==> config.mk <==
export PLATFORM = sky130hd
export DESIGN_NAME = crc8_arbiter_flat
export DESIGN_NICKNAME = d
export VERILOG_FILES = /design/src/rtl/crc8_arbiter_if.sv /design/src/rtl/crc8_arbiter.sv /design/src/flat_wrapper.sv
export SDC_FILE = /design/constraint.sdc
export NUM_CORES = 1
export LEC_CHECK = 0
export ABC_AREA = 1
export ABC_CLOCK_PERIOD_IN_PS = 2200
export CAP_MARGIN = 10
export CORE_MARGIN = 2
export CORE_UTILIZATION = 43
export DETAILED_ROUTE_END_ITERATION = 16
export PLACE_DENSITY_LB_ADDON = 0.2
export SLEW_MARGIN = 20
export SYNTH_ARGS = -nofsm -noshare
export SYNTH_HDL_FRONTEND = slang
export SYNTH_SLANG_ARGS = --single-unit
==> constraint.sdc <==
create_clock -name clk_i -period 2.2 [get_ports clk_i]
set_clock_uncertainty 0.1 [all_clocks]
set_input_delay 0.55 -clock clk_i [delete_from_list [all_inputs] [get_ports clk_i]]
set_output_delay 0.55 -clock clk_i [all_outputs]
set_load 0.01 [all_outputs]
==> src/rtl/crc8_arbiter_if.sv <==
// rtl/crc8_arbiter_if.sv - requester, response and CRC-engine signals of crc8_arbiter
interface crc8_arbiter_if #(
  parameter int NUM_REQ = 4
);
  logic [NUM_REQ-1:0]   req_valid_i;
  logic [8*NUM_REQ-1:0] req_data_i;
  logic [NUM_REQ-1:0]   req_last_i;
  logic [NUM_REQ-1:0]   req_ready_o;
  logic [NUM_REQ-1:0]   rsp_valid_o;
  logic [NUM_REQ-1:0]   rsp_ready_i;
  logic [7:0]           rsp_crc_o;
  logic                 rsp_err_o;
  logic [NUM_REQ-1:0]   grant_o;
  logic                 busy_o;
  logic                 crc_clear_o;
  logic                 crc_valid_o;
  logic [7:0]           crc_data_o;
  logic [7:0]           crc_i;

  // Arbiter side
  modport slave (
    input  req_valid_i, req_data_i, req_last_i, rsp_ready_i, crc_i,
    output req_ready_o, rsp_valid_o, rsp_crc_o, rsp_err_o, grant_o, busy_o,
           crc_clear_o, crc_valid_o, crc_data_o
  );

  // Producer / engine side
  modport master (
    output req_valid_i, req_data_i, req_last_i, rsp_ready_i, crc_i,
    input  req_ready_o, rsp_valid_o, rsp_crc_o, rsp_err_o, grant_o, busy_o,
           crc_clear_o, crc_valid_o, crc_data_o
  );
endinterface

==> src/rtl/crc8_arbiter.sv <==
// rtl/crc8_arbiter.sv - round-robin sharing of one CRC-8 engine between NUM_REQ frame producers
module crc8_arbiter #(
  parameter int NUM_REQ = 4,
  parameter int MAX_LEN = 64
) (
  input  logic           clk_i,
  input  logic           rst_ni,
  crc8_arbiter_if.slave  bus
);

  localparam int PW = (NUM_REQ > 1) ? $clog2(NUM_REQ) : 1;

  typedef enum logic [2:0] {
    S_IDLE,
    S_CLEAR,
    S_STREAM,
    S_WAIT,
    S_RESP
  } state_t;

  state_t               state_q, state_d;
  logic [NUM_REQ-1:0]   grant_q;
  logic [PW-1:0]        gidx_q;
  logic [PW-1:0]        rr_ptr_q;
  logic [7:0]           count_q;
  logic [7:0]           rsp_crc_q;
  logic                 rsp_err_q;

  logic                 pick_found;
  logic [PW-1:0]        pick_idx;
  logic                 g_valid;
  logic                 g_last;
  logic [7:0]           g_data;
  logic                 hs;
  logic                 len_hit;
  logic                 rsp_take;

  // Granted requester's stream, selected by the registered grant index
  assign g_valid  = bus.req_valid_i[gidx_q];
  assign g_last   = bus.req_last_i[gidx_q];
  assign g_data   = bus.req_data_i[{gidx_q, 3'b000} +: 8];
  assign len_hit  = ({1'b0, count_q} + 9'd1) == 9'(MAX_LEN);
  assign rsp_take = bus.rsp_ready_i[gidx_q];

  assign bus.grant_o   = grant_q;
  assign bus.busy_o    = (state_q != S_IDLE);
  assign bus.rsp_crc_o = rsp_crc_q;
  assign bus.rsp_err_o = rsp_err_q;

  // Round-robin pick: first valid requester at or after rr_ptr, wrapping
  always_comb begin
    int idx;
    pick_found = 1'b0;
    pick_idx   = '0;
    idx        = 0;
    for (int i = 0; i < NUM_REQ; i++) begin
      idx = int'(rr_ptr_q) + i;
      if (idx >= NUM_REQ) idx = idx - NUM_REQ;
      if (!pick_found && bus.req_valid_i[idx]) begin
        pick_found = 1'b1;
        pick_idx   = PW'(idx);
      end
    end
  end

  // FSM state register
  always_ff @(posedge clk_i or negedge rst_ni) begin
    if (!rst_ni) state_q <= S_IDLE;
    else         state_q <= state_d;
  end

  // Next-state and combinational engine/handshake outputs
  always_comb begin
    state_d         = state_q;
    hs              = 1'b0;
    bus.req_ready_o = '0;
    bus.rsp_valid_o = '0;
    bus.crc_clear_o = 1'b0;
    bus.crc_valid_o = 1'b0;
    bus.crc_data_o  = 8'h00;
    case (state_q)
      S_IDLE: begin
        if (pick_found) state_d = S_CLEAR;
      end
      S_CLEAR: begin
        bus.crc_clear_o = 1'b1;
        state_d         = S_STREAM;
      end
      S_STREAM: begin
        bus.req_ready_o = grant_q;
        bus.crc_valid_o = g_valid;
        bus.crc_data_o  = g_data;
        hs              = g_valid;
        if (g_valid && (g_last || len_hit)) state_d = S_WAIT;
      end
      S_WAIT: begin
        state_d = S_RESP;
      end
      S_RESP: begin
        bus.rsp_valid_o = grant_q;
        if (rsp_take) state_d = S_IDLE;
      end
      default: state_d = S_IDLE;
    endcase
  end

  // Grant, byte count, response capture and round-robin pointer
  always_ff @(posedge clk_i or negedge rst_ni) begin
    if (!rst_ni) begin
      grant_q   <= '0;
      gidx_q    <= '0;
      rr_ptr_q  <= '0;
      count_q   <= 8'h00;
      rsp_crc_q <= 8'h00;
      rsp_err_q <= 1'b0;
    end else begin
      case (state_q)
        S_IDLE: begin
          if (pick_found) begin
            grant_q <= {{(NUM_REQ-1){1'b0}}, 1'b1} << pick_idx;
            gidx_q  <= pick_idx;
          end
        end
        S_CLEAR: begin
          count_q <= 8'h00;
        end
        S_STREAM: begin
          if (hs) begin
            count_q <= count_q + 8'd1;
            // A frame ending without last was cut off at MAX_LEN
            if (g_last || len_hit) rsp_err_q <= ~g_last;
          end
        end
        S_WAIT: begin
          rsp_crc_q <= bus.crc_i;
        end
        S_RESP: begin
          if (rsp_take) begin
            rr_ptr_q <= (gidx_q == PW'(NUM_REQ - 1)) ? '0 : gidx_q + 1'b1;
            grant_q  <= '0;
          end
        end
        default: ;
      endcase
    end
  end

endmodule

==> src/flat_wrapper.sv <==
// flat-port wrapper written by rule: the top's interface ports become plain ports
module crc8_arbiter_flat 
#(
  parameter int NUM_REQ = 4,
  parameter int MAX_LEN = 64
)
  (clk_i, rst_ni, bus_req_valid_i, bus_req_data_i, bus_req_last_i, bus_rsp_ready_i, bus_crc_i, bus_req_ready_o, bus_rsp_valid_o, bus_rsp_crc_o, bus_rsp_err_o, bus_grant_o, bus_busy_o, bus_crc_clear_o, bus_crc_valid_o, bus_crc_data_o);
  crc8_arbiter_if #(.NUM_REQ(NUM_REQ)) bus_i ();
  input  logic clk_i;
  input  logic rst_ni;
  input wire logic [$bits(bus_i.req_valid_i)-1:0] bus_req_valid_i;
  input wire logic [$bits(bus_i.req_data_i)-1:0] bus_req_data_i;
  input wire logic [$bits(bus_i.req_last_i)-1:0] bus_req_last_i;
  input wire logic [$bits(bus_i.rsp_ready_i)-1:0] bus_rsp_ready_i;
  input wire logic [$bits(bus_i.crc_i)-1:0] bus_crc_i;
  output wire logic [$bits(bus_i.req_ready_o)-1:0] bus_req_ready_o;
  output wire logic [$bits(bus_i.rsp_valid_o)-1:0] bus_rsp_valid_o;
  output wire logic [$bits(bus_i.rsp_crc_o)-1:0] bus_rsp_crc_o;
  output wire logic [$bits(bus_i.rsp_err_o)-1:0] bus_rsp_err_o;
  output wire logic [$bits(bus_i.grant_o)-1:0] bus_grant_o;
  output wire logic [$bits(bus_i.busy_o)-1:0] bus_busy_o;
  output wire logic [$bits(bus_i.crc_clear_o)-1:0] bus_crc_clear_o;
  output wire logic [$bits(bus_i.crc_valid_o)-1:0] bus_crc_valid_o;
  output wire logic [$bits(bus_i.crc_data_o)-1:0] bus_crc_data_o;
  assign bus_i.req_valid_i = bus_req_valid_i;
  assign bus_i.req_data_i = bus_req_data_i;
  assign bus_i.req_last_i = bus_req_last_i;
  assign bus_i.rsp_ready_i = bus_rsp_ready_i;
  assign bus_i.crc_i = bus_crc_i;
  assign bus_req_ready_o = bus_i.req_ready_o;
  assign bus_rsp_valid_o = bus_i.rsp_valid_o;
  assign bus_rsp_crc_o = bus_i.rsp_crc_o;
  assign bus_rsp_err_o = bus_i.rsp_err_o;
  assign bus_grant_o = bus_i.grant_o;
  assign bus_busy_o = bus_i.busy_o;
  assign bus_crc_clear_o = bus_i.crc_clear_o;
  assign bus_crc_valid_o = bus_i.crc_valid_o;
  assign bus_crc_data_o = bus_i.crc_data_o;
  crc8_arbiter #(.NUM_REQ(NUM_REQ), .MAX_LEN(MAX_LEN)) u_core (.clk_i(clk_i), .rst_ni(rst_ni), .bus(bus_i));
endmodule
==> impl_metrics.ini <==
[clock_tree]
cts-buffers-inserted = 3
clk_root_buffer_cell = clkbuf_8
htree_levels = 1
cts_buffer_depth = 2
numClockSinks = 28
cts_hold_buf = 0
clkLatencyLatePin_ns = 0.28
cts_tree = built
path_clk_slew_ns = 0.10

[min_path]
whs_path_depth = 1
hold_path_class = reg -> reg

[finish]
drive_gt1_share_pct = 19.9
diodes = 0
stdcell_area_mm2 = 0.00315
syn_to_final_growth_pct = 58.1
nets = 454

[sta]
finalCriticalPeriod_ns = 2.16
timing.final.crit_share_pct = 98.0
report.final.setup_viol = 0
tightest_slew_ns = 0.428
relSlewSlack_pct = 71.4
fin_ws_ns = 0.0448
hold_violations = 0
tns_ns = 0
fmax_ghz = 0.464
rsz0062_at_grt = true
drv_slew = 0
whs_ns = 0.413

[yosys]
avgSynthCellArea_um2 = 6.82
synth_cell_types = 26
synth_ff_type = dfrtp_1
synthTopCellsByCount = nand2_1, nor2_1, dfrtp_1
syn_inst = 292
synth-seq-cells = 28
synth_area_leaders = dfrtp_1, nand2_1, nor2_1, inv_1, o21ai_0
synth-seq-area-share_pct = 35.2
synth_nets = 348
synthArstFlopShare_pct = 100
yosysTopAreaCellShare_pct = 35.2
yosys_warnings = 0
synth_top_area_cell = dfrtp_1
synth_most_common_cell = nand2_1
synth_edf_count = 0
syn_area_mm2 = 0.00199

[flow_run]
drv_cap = 0

[drt]
wirelength_um = 5570
wl_per_cell_um = 12.4
ant_nets = 0
drtIter0Drc = 62
vias = 2268
drc = 0
via_per_inst = 5.05
drt-pass1-iter-count = 5

[floorplanning]
fp.coreArea_mm2 = 0.00441
start_util_pct = 45.1
placementRows = 24
die_x_um = 72.1
io_pins = 86
die_area_mm2 = 0.00519
die_y_um = 72.1

[place]
preCtsSetupSlack_ns = -0.468
place.gp.congestion = 0.834
portBuffers = 85
place_area_mm2 = 0.00305
hpwlAfterDp_um = 4250

[critical_path]
cp-startpoint = bus_req_data_i[21]
r2r-end = u_core.bus.grant_o[3]$_DFFE_PN0P_
rrSetupSlack_ns = 0.34
timing.rr.start = u_core.rr_ptr_q[0]$_DFFE_PN0P_
reg2regPathDepth = 12
critPathKind = in -> out
worstPathRequired_ns = 1.55
crit_end = bus_crc_data_o[5]
arrival_ns = 1.51
cp_max_fo = 1
cp-end-kind = primary output
cp-start-kind = input pin

[power_and_ir_drop]
leakage_nw = 1.58
power_w = 0.00403
power.density_mw_per_mm2 = 1280
peakVddDrop_uv = 735

[grt]
grt-ovfl-total = 0
track_usage_pct = 21.7
grt_pass1_wl_um = 9180
grt_max_degree = 29
antenna_found_initial = 0
grt_pass1_vias = 2160

[run_status]
status = completed
where the power goes:
group          switching, W  leakage (nW)  internal [W]
Sequential         0.000188         0.356      0.000712
Clock              0.000164        0.0357      0.000244
Combinational       0.00149          1.19       0.00123
Total               0.00184          1.58       0.00219
worst max-delay path, cell delays in order:
cell,delay [ns]
clkdlybuf4s50_1,0.46
nor2_1,0.04
nor2_1,0.07
o21ai_0,0.09
a21oi_1,0.16
buf_2,0.15
cell type report:
class	instances	area (um^2)
clock buffers	3	41.3
clock inverters	1	30.0
fillers	373	1260
inverters	34	130
multi-input cells	221	1150
flip-flops and latches	28	701
well taps	52	65.1
repair buffers	110	1030
state kept, by name (all words and copies together) (netlist names):
signal and flops:
u_core.bus.grant_o 4, u_core.bus.rsp_crc_o 8, u_core.bus.rsp_err_o 1, u_core.count_q 8, u_core.gidx_q 2, u_core.rr_ptr_q 2
u_core.state_q 3
repair_timing:
action,in CTS,in global routing
setup buffers,2,1
cloned,0,0
gates resized for setup,51,22
pin swaps,6,9
endpoints found under the setup margin,19,16
logic make-up (layout without fill, tap and decap cells):
group / count (synthesis) / in the layout / share of synthesized area, %
AOI/OAI and AO/OA: 54 / 54 / 14.2
adders and majority gates: 2 / 2 / 1.26
buffers and inverters: 43 / 148 / 8.73
DFF: 28 / 28 / 35.2
muxes: 8 / 8 / 4.52
and+or+nand+nor: 157 / 157 / 36.1
placed cells by master, fill, tap and decap left out, types with 11 or more instances in the layout:
cell type        count
nor2_1              54
o21ai_0             11
dfrtp_1             28
a21oi_1             16
buf_4               23
inv_1               26
nand3_1             11
o21ai_1             19
clkdlybuf4s50_1     59
nand2_1             67
metal layers:
metal	wire, um	part of all wire [%]	global-route usage [%]	vias to the layer above
met2	2620	47	37.6	85
met3	452	8.1	4.58	5
li1	-	-	-	1142
met4	56	1.0	5.66	0
met5	0	0	0	-
met1	2440	44	27.4	1036
worst min-delay path by stage:
stage / to / slack (ns) / start
floorplan: u_core.bus.grant_o[0]$_DFFE_PN0P_ / 0.15 / rst_ni
global placement: u_core.bus.rsp_crc_o[3]$_DFFE_PN0N_ / 0.39 / u_core.bus.rsp_crc_o[3]$_DFFE_PN0N_
detailed placement: u_core.bus.grant_o[1]$_DFFE_PN0P_ / 0.39 / u_core.bus.grant_o[1]$_DFFE_PN0P_
CTS: u_core.bus.rsp_crc_o[2]$_DFFE_PN0N_ / 0.42 / u_core.bus.rsp_crc_o[2]$_DFFE_PN0N_
global route: u_core.bus.rsp_crc_o[3]$_DFFE_PN0N_ / 0.44 / u_core.bus.rsp_crc_o[3]$_DFFE_PN0N_
finish: u_core.bus.rsp_crc_o[3]$_DFFE_PN0N_ / 0.41 / u_core.bus.rsp_crc_o[3]$_DFFE_PN0N_
per-stage QoR:
step	cells	utilization [%]
after floorplan	292	-
final	449	71.3
after global placement	442	69.2
after global routing	449	71.3
after detailed placement	442	69.2
after CTS	448	70.2
No activity file was read; power rests on OpenSTA's default activity.
